## src/rtl/partial_sum_accumulator_pkg.sv

```systemverilog
// Shared types for the partial-sum accumulator: FSM state enum and term-counter width helper.
package acc_pkg;

    typedef enum logic {
        ACCUM = 1'b0,
        DONE  = 1'b1
    } acc_state_t;

    // Width of a counter that spans 0..terms-1; never narrower than one bit.
    function automatic int unsigned cnt_width(input int unsigned terms);
        return (terms <= 1) ? 1 : $clog2(terms);
    endfunction

endpackage

```

## src/rtl/partial_sum_accumulator_if.sv

```systemverilog
// Product-in / result-out valid-ready bus for the partial-sum accumulator.
interface partial_sum_accumulator_if #(
    parameter int unsigned LANES  = 2,
    parameter int unsigned DATA_W = 32,
    parameter int unsigned ACC_W  = 40
);
    logic                    in_valid;
    logic                    in_ready;
    logic [LANES*DATA_W-1:0] product;
    logic                    out_valid;
    logic                    out_ready;
    logic [LANES*ACC_W-1:0]  sum;
    logic [LANES-1:0]        ovf;

    modport master (
        output in_valid, product, out_ready,
        input  in_ready, out_valid, sum, ovf
    );

    modport slave (
        input  in_valid, product, out_ready,
        output in_ready, out_valid, sum, ovf
    );
endinterface

```

## src/rtl/partial_sum_accumulator_lane.sv

```systemverilog
// One accumulator lane: sum register, adder, wrap or saturate (SATURATE_EN), sticky overflow.
module acc_lane #(
    parameter int unsigned DATA_W = 32,
    parameter int unsigned ACC_W  = 40
) (
    input  logic              clk,
    input  logic              reset,
    input  logic              clear,
    input  logic              accept,
    input  logic              first,
    input  logic [DATA_W-1:0] product,
    output logic [ACC_W-1:0]  sum,
    output logic              ovf
);
    localparam int unsigned EXT_W = ACC_W + 1;

    logic [ACC_W-1:0] sum_q;
    logic             ovf_q;
    logic [ACC_W-1:0] base_c;
    logic [EXT_W-1:0] add_c;
    logic             carry_c;
    logic [ACC_W-1:0] sum_nxt_c;

    // The first term of a result starts from zero, so no explicit restart cycle is needed.
    always_comb begin
        base_c    = first ? '0 : sum_q;
        add_c     = EXT_W'(base_c) + EXT_W'(product);
        carry_c   = add_c[ACC_W];
`ifdef SATURATE_EN
        sum_nxt_c = carry_c ? '1 : add_c[ACC_W-1:0];
`else
        sum_nxt_c = add_c[ACC_W-1:0];
`endif
    end

    always_ff @(posedge clk) begin
        if (reset || clear) begin
            sum_q <= '0;
            ovf_q <= 1'b0;
        end else if (accept) begin
            sum_q <= sum_nxt_c;
            ovf_q <= carry_c | (ovf_q & ~first);
        end
    end

    assign sum = sum_q;
    assign ovf = ovf_q;

endmodule

```

## src/rtl/partial_sum_accumulator.sv

```systemverilog
// Multi-lane partial-sum accumulator: sums TERMS products per lane into one valid/ready result.
// Optional SATURATE_EN clamps lanes at full scale instead of wrapping.
module partial_sum_accumulator
    import acc_pkg::*;
#(
    parameter int unsigned LANES  = 2,
    parameter int unsigned DATA_W = 32,
    parameter int unsigned ACC_W  = 40,
    parameter int unsigned TERMS  = 4
) (
    input  logic                       clk,
    input  logic                       reset,
    input  logic                       clear,
    partial_sum_accumulator_if.slave   bus
);
    localparam int unsigned CNT_W = cnt_width(TERMS);
    localparam int unsigned LAST  = TERMS - 1;

    acc_state_t             state, state_nxt;
    logic [CNT_W-1:0]       cnt, cnt_nxt;
    logic                   in_ready_q;
    logic                   out_valid_q;
    logic                   accept_c;
    logic                   first_c;
    logic [LANES*ACC_W-1:0] sum_w;
    logic [LANES-1:0]       ovf_w;

    // A product presented alongside clear is dropped.
    assign accept_c = bus.in_valid & in_ready_q & ~clear;
    assign first_c  = (cnt == '0);

    always_comb begin
        state_nxt = state;
        cnt_nxt   = cnt;
        if (clear) begin
            state_nxt = ACCUM;
            cnt_nxt   = '0;
        end else begin
            case (state)
                ACCUM: begin
                    if (accept_c) begin
                        if (cnt == CNT_W'(LAST)) begin
                            state_nxt = DONE;
                            cnt_nxt   = '0;
                        end else begin
                            cnt_nxt = cnt + CNT_W'(1);
                        end
                    end
                end
                DONE: begin
                    if (bus.out_ready) begin
                        state_nxt = ACCUM;
                    end
                end
                default: state_nxt = ACCUM;
            endcase
        end
    end

    // Handshake flags are registered copies of the next state, so in_ready stays low during reset.
    always_ff @(posedge clk) begin
        if (reset) begin
            state       <= ACCUM;
            cnt         <= '0;
            in_ready_q  <= 1'b0;
            out_valid_q <= 1'b0;
        end else begin
            state       <= state_nxt;
            cnt         <= cnt_nxt;
            in_ready_q  <= (state_nxt == ACCUM);
            out_valid_q <= (state_nxt == DONE);
        end
    end

    for (genvar i = 0; i < LANES; i++) begin : g_lane
        acc_lane #(
            .DATA_W (DATA_W),
            .ACC_W  (ACC_W)
        ) u_lane (
            .clk     (clk),
            .reset   (reset),
            .clear   (clear),
            .accept  (accept_c),
            .first   (first_c),
            .product (bus.product[i*DATA_W +: DATA_W]),
            .sum     (sum_w[i*ACC_W +: ACC_W]),
            .ovf     (ovf_w[i])
        );
    end

    assign bus.in_ready  = in_ready_q;
    assign bus.out_valid = out_valid_q;
    assign bus.sum       = sum_w;
    assign bus.ovf       = ovf_w;

endmodule

```

## src/flat_wrapper.sv

```systemverilog
// flat-port wrapper written by rule: the top's interface ports become plain ports
module partial_sum_accumulator_flat import acc_pkg::*;
#(
    parameter int unsigned LANES  = 2,
    parameter int unsigned DATA_W = 32,
    parameter int unsigned ACC_W  = 40,
    parameter int unsigned TERMS  = 4
)
  (clk, reset, clear, bus_in_valid, bus_product, bus_out_ready, bus_in_ready, bus_out_valid, bus_sum, bus_ovf);
  partial_sum_accumulator_if #(.LANES(LANES), .DATA_W(DATA_W), .ACC_W(ACC_W)) bus_i ();
  input  logic clk;
  input  logic reset;
  input  logic clear;
  input wire logic [$bits(bus_i.in_valid)-1:0] bus_in_valid;
  input wire logic [$bits(bus_i.product)-1:0] bus_product;
  input wire logic [$bits(bus_i.out_ready)-1:0] bus_out_ready;
  output wire logic [$bits(bus_i.in_ready)-1:0] bus_in_ready;
  output wire logic [$bits(bus_i.out_valid)-1:0] bus_out_valid;
  output wire logic [$bits(bus_i.sum)-1:0] bus_sum;
  output wire logic [$bits(bus_i.ovf)-1:0] bus_ovf;
  assign bus_i.in_valid = bus_in_valid;
  assign bus_i.product = bus_product;
  assign bus_i.out_ready = bus_out_ready;
  assign bus_in_ready = bus_i.in_ready;
  assign bus_out_valid = bus_i.out_valid;
  assign bus_sum = bus_i.sum;
  assign bus_ovf = bus_i.ovf;
  partial_sum_accumulator #(.LANES(LANES), .DATA_W(DATA_W), .ACC_W(ACC_W), .TERMS(TERMS)) u_core (.clk(clk), .reset(reset), .clear(clear), .bus(bus_i));
endmodule
```

## config.mk

```make
export PLATFORM = sky130hd
export DESIGN_NAME = partial_sum_accumulator_flat
export DESIGN_NICKNAME = d
export VERILOG_FILES = /design/src/rtl/partial_sum_accumulator_pkg.sv /design/src/rtl/partial_sum_accumulator_if.sv /design/src/rtl/partial_sum_accumulator_lane.sv /design/src/rtl/partial_sum_accumulator.sv /design/src/flat_wrapper.sv
export SDC_FILE = /design/constraint.sdc
export NUM_CORES = 1
export LEC_CHECK = 0
export CAP_MARGIN = 15
export CORE_ASPECT_RATIO = 1.4
export CORE_UTILIZATION = 55
export CTS_CLUSTER_DIAMETER = 120
export DETAILED_ROUTE_END_ITERATION = 10
export PLACE_DENSITY = 0.84
export SYNTH_ARGS = -nofsm -noshare
export SYNTH_HDL_FRONTEND = slang
export SYNTH_SLANG_ARGS = --single-unit
```

## constraint.sdc

```tcl
create_clock -name clk -period 8.1 [get_ports clk]
set_input_delay 2.43 -clock clk [delete_from_list [all_inputs] [get_ports clk]]
set_output_delay 2.43 -clock clk [all_outputs]
set_load 0.02 [all_outputs]
```

---- Word level (Yosys, flattened, before mapping) ----
Index checks and enable logic that the tools add are counted.
cells by class
  add/sub/neg operators ................... 3
  equality and inequality tests ........... 1
  muxes and demuxes ....................... 8
  bitwise logic cells ..................... 10
  reductions and logical operators ........ 4
operator list
  cell                                                            count
  40-bit by 32-bit adder with 41-bit output                       2
  40-bit two-way mux                                              2
  1-bit bitwise AND                                               4
  1-bit two-way mux                                               4
  1-bit NOT                                                       4
  2-bit by 1-bit adder with 2-bit output (second input constant)  1
  2-bit == test (second input constant)                           1
  2-bit logical NOT                                               1
  2-bit two-way mux                                               1
  1-bit OR                                                        2
  1-bit one-hot mux with 2 select lines                           1
  2-bit AND reduction                                             1
  2-bit OR reduction                                              1
  1-bit logical OR                                                1
storage, ports and cells
  register bits after elaboration ......... 86
  input bits .............................. 69
  logic and storage cells ................. 33

---- Longest topological paths before layout ----
  depth in word-level cells ............... 6
  gate-level depth with buffers ........... 15

---- By module ----
From an unflattened synthesis, not the netlist that was laid out.
second synthesis, totals
  cell total of the unflattened synthesis .. 898
  area, all modules ....................... 7,329.5 µm²
by module, submodules not included
  module                              instances  cells each  area each (µm²)
  acc_lane (u_core.g_lane[0].u_lane)  1          447         3,568.4
  acc_lane (u_core.g_lane[1].u_lane)  1          428         3,518.4
  partial_sum_accumulator             1          23          242.7

---- Least setup slack after synthesis ----
No wires, ideal clock.
  path type ............................... input-to-reg
  from .................................... in bus_product[8]
  to ...................................... reg u_core.g_lane[0].u_lane.sum_q[35]
  library setup time ...................... 74 ps
  arrival ................................. 4,910 ps
  path slack .............................. 3,115 ps
  stages on the path ...................... 9
  cell sequence ........................... ha_1 a21o_1 a221o_1 a221o_1 nor3_4 a211oi_1 o2111a_1 or4b_1 a31oi_1
between the ends
  longest elaborated chain between the ends .. 1
RTL lines
  what                                       RTL line                            text
  start: declaration                         flat_wrapper.sv:15                  input wire logic [$bits(bus_i.product)-1:0] bus_product;
  40-bit by 32-bit adder with 41-bit output  partial_sum_accumulator_lane.sv:27  add_c = EXT_W'(base_c) + EXT_W'(product);
  end signal: assignment                     partial_sum_accumulator_lane.sv:41  sum_q <= sum_nxt_c;
  end: declaration                           partial_sum_accumulator_lane.sv:17  logic [ACC_W-1:0] sum_q;
Every way passes these cells.
A chain may end at the register's enable or synchronous reset.

---- Final worst setup path ----
  from .................................... in bus_product[32]
  to ...................................... reg u_core.g_lane[1].u_lane.sum_q[36]
between the ends
  longest elaborated chain between the ends .. 1
RTL lines
  what                                       RTL line
  40-bit by 32-bit adder with 41-bit output  partial_sum_accumulator_lane.sv:27
  end signal: assignment                     partial_sum_accumulator_lane.sv:41
  end: declaration                           partial_sum_accumulator_lane.sv:17
Every way passes these cells.

==> impl_metrics.json <==
{
  "dpl.hpwl_um": 15800,
  "p_switching_w": 0.000293,
  "clockPowerShare_pct": 41.3,
  "cts_resized": 0,
  "swShare_pct": 28.0,
  "hold_violations": 0,
  "cts_buffers": 9,
  "root_buffer": "clkbuf_16",
  "syn_inst": 990,
  "post_dp_cell_area_um2": 8860,
  "synth_nets": 1127,
  "layout-drive-gt1-share_pct": 2.96,
  "synth_top_area_cell": "dfxtp_1",
  "whs_path_depth": 2,
  "p_int_w": 0.000753,
  "leakagePower_nw": 3.64,
  "wl_per_cell_um": 16.9,
  "clock.fmax_ghz": 0.180,
  "maxCapViolations": 0,
  "hp-class": "flop to flop",
  "synth_seq_area_share_pct": 23.6,
  "rows": 49,
  "cts_max_level": 3,
  "worstSetupStartpointType": "input pin",
  "io-pin-count": 153,
  "grt_usage_pct": 30.8,
  "yosysWarnings": 0,
  "startpoint": "bus_product[32]",
  "stdcell_area_um2": 9170,
  "power.density_nw_per_um2": 114,
  "insertedDiodeCount": 0,
  "min_period_ns": 5.55,
  "clkTransAtPathRegs_ns": 0.07,
  "overflow": 0,
  "viasPerCell": 6.26,
  "clk_latency_ns": 0.35,
  "die_h_um": 138,
  "cts_tree": "done",
  "avgSynthCellArea_um2": 7.37,
  "setup_viol": 0,
  "drc": 0,
  "tns_ns": 0,
  "synthesis.area_um2": 7290,
  "ir_worst_vdd_uv": 91.3,
  "antenna_found_initial": 0,
  "reg2reg_depth": 14,
  "area_delta_synth_final_pct": 25.8,
  "post_cts_buffers": 0,
  "clock_sinks": 86,
  "worstPathMaxFanout": 7,
  "reg2reg_from": "u_core.cnt[0]",
  "synth_ff_type": "dfxtp_1",
  "synthDominantCellAreaShare_pct": 23.6,
  "io_buffers": 152,
  "vias": 7937,
  "grt_max_degree": 58,
  "drv_slew": 0,
  "synth_edf_count": 0,
  "required_ns": 8.38,
  "min_from": "u_core.g_lane[0].u_lane.sum[23]",
  "grt_pass1_wl_um": 34500,
  "drtAntennaViolNets": 0,
  "synth_seq_cells": 86,
  "layout_common_cells": "clkdlybuf4s50_1 (152), nand2_1 (137), a21oi_1 (113)",
  "fillers": 1070,
  "first_global_vias": 7438,
  "synth.area.top_cells": "dfxtp_1 (24%), ha_1 (11%), a21oi_1 (7.8%)",
  "synth_cell_types": 65,
  "worst_pin_slew_ns": 0.840,
  "status": "finished clean",
  "routed_wl_um": 21500,
  "fp.coreArea_um2": 12900,
  "layout_worst_path_cycle_share_pct": 68.6,
  "critPathKind": "input pin to flop",
  "pwr-share-seq_pct": 41.8,
  "skew_ns": 0.00408,
  "rsz0062_at_grt": "false",
  "place_congestion": 0.935,
  "finalNetCount": 1246,
  "hold_buffers": 0,
  "dieArea_um2": 13700,
  "pwr-share-comb_pct": 16.9,
  "initial_core_util_pct": 56.6,
  "initialDrtViolationCount": 489,
  "async_reset_ff_share_pct": 0,
  "whs_ns": 0.464,
  "critical_path_arrival_ns": 5.83,
  "ctsLongestPathBuffers": 2,
  "max_slew_margin_pct": 44.0,
  "mostFrequentLayoutCell": "clkdlybuf4s50_1",
  "fp.dieW_um": 99.3,
  "worst_setup_path_end_kind": "flop",
  "first_pass_iters": 5
}
## path summary, 6_finish.rpt
kind	slack [ns]	endpoint
setup / recovery	2.55	u_core.g_lane[1].u_lane.sum[36]
hold reg to reg	0.46	u_core.g_lane[0].u_lane.sum[23]
setup reg to reg	3.47	u_core.g_lane[0].u_lane.sum[32]
hold / removal	0.46	u_core.g_lane[0].u_lane.sum[23]
## flip-flops by register name (all words and copies together) (netlist names)
register                  count
u_core.g_lane.u_lane.sum     80
u_core.cnt                    2
u_core.g_lane.u_lane.ovf      2
u_core.bus.in_ready           1
u_core.state                  1
## kinds of logic after synthesis
logic type | share of synthesized area [%]
xor+xnor | 4.92
compound gates | 28.4
flops | 23.6
mux | 0.137
fa+ha+maj | 11.9
simple gates | 27.0
buf+inv | 4.03
## final cells by class
cell class / instances / area, µm² / share of cell area, %
tap: 153 / 191 / 2.09
clock inverter: 7 / 81.3 / 0.887
inverter: 25 / 93.8 / 1.02
multi-input combinational: 828 / 5280 / 57.6
clock buffer: 9 / 225 / 2.46
sequential: 86 / 1720 / 18.8
timing repair buffer: 159 / 1570 / 17.2
## metal layers
metal	part of all wire (%)	wire, µm	vias to the layer above	track usage [%]
met5	0	0	-	0
met4	4.8	1030	0	16.9
met3	5.8	1240	77	3.24
met2	50	10800	309	55.4
met1	39	8430	3698	35.3
li1	-	-	3853	-
## synth_stat cells, types with 3 or more instances
library cell	number
xor2_1	18
a2bb2oi_1	3
a211o_1	8
o21a_1	10
clkbuf_1	41
dfxtp_1	86
nor2b_1	72
a211oi_1	14
nand3b_1	5
nor3_1	19
o311ai_0	4
a2111oi_0	3
a221oi_1	3
xnor2_1	23
nand2b_1	4
o31ai_1	6
nand3_1	25
buf_1	7
o21bai_1	9
and2_1	6
inv_1	25
o211ai_1	19
nor2_1	59
or4_1	6
and4_1	7
nand4_1	25
or3_1	6
a21oi_1	113
and3_1	6
a31oi_1	18
o21ai_0	48
ha_1	66
nand2_1	138
a21o_1	40
nor4_1	5
or2_2	4
## power groups by stage
stage | Combinational (W) | Clock [W] | Sequential [W]
after floorplan | 0.0000880 | 0 | 0.000454
after global placement | 0.000172 | 0 | 0.000446
after detailed placement | 0.000174 | 0 | 0.000446
after CTS | 0.000175 | 0.000438 | 0.000437
after global routing | 0.000191 | 0.000454 | 0.000437
final | 0.000177 | 0.000432 | 0.000437
## critical path, cell delays in order
cell,delay [ns]
clkdlybuf4s50_1,0.40
ha_1,0.24
fa_1,0.44
a211oi_1,0.32
o21ai_1,0.20
nand2_1,0.12
a41oi_1,0.18
a221oi_1,0.66
a21oi_1,0.34
a211o_1,0.32
a31oi_1,0.16
## through the flow
| stage | power [W] | setup slack, ns | std cells | util (%) |
|---|---|---|---|---|
| 4_1_cts | 0.00105 | 2.60 | 1267 | 71.2 |
| 3_5_place_dp | 0.000620 | 2.27 | 1251 | 68.9 |
| 5_1_grt | 0.00108 | 2.34 | 1267 | 71.2 |
| 2_1_floorplan | 0.000542 | 3.12 | 990 | - |
| 3_3_place_gp | 0.000618 | 2.30 | 1251 | 68.9 |
| 6_report | 0.00105 | 2.55 | 1267 | 71.2 |
Power figures use the tool's default switching activity.
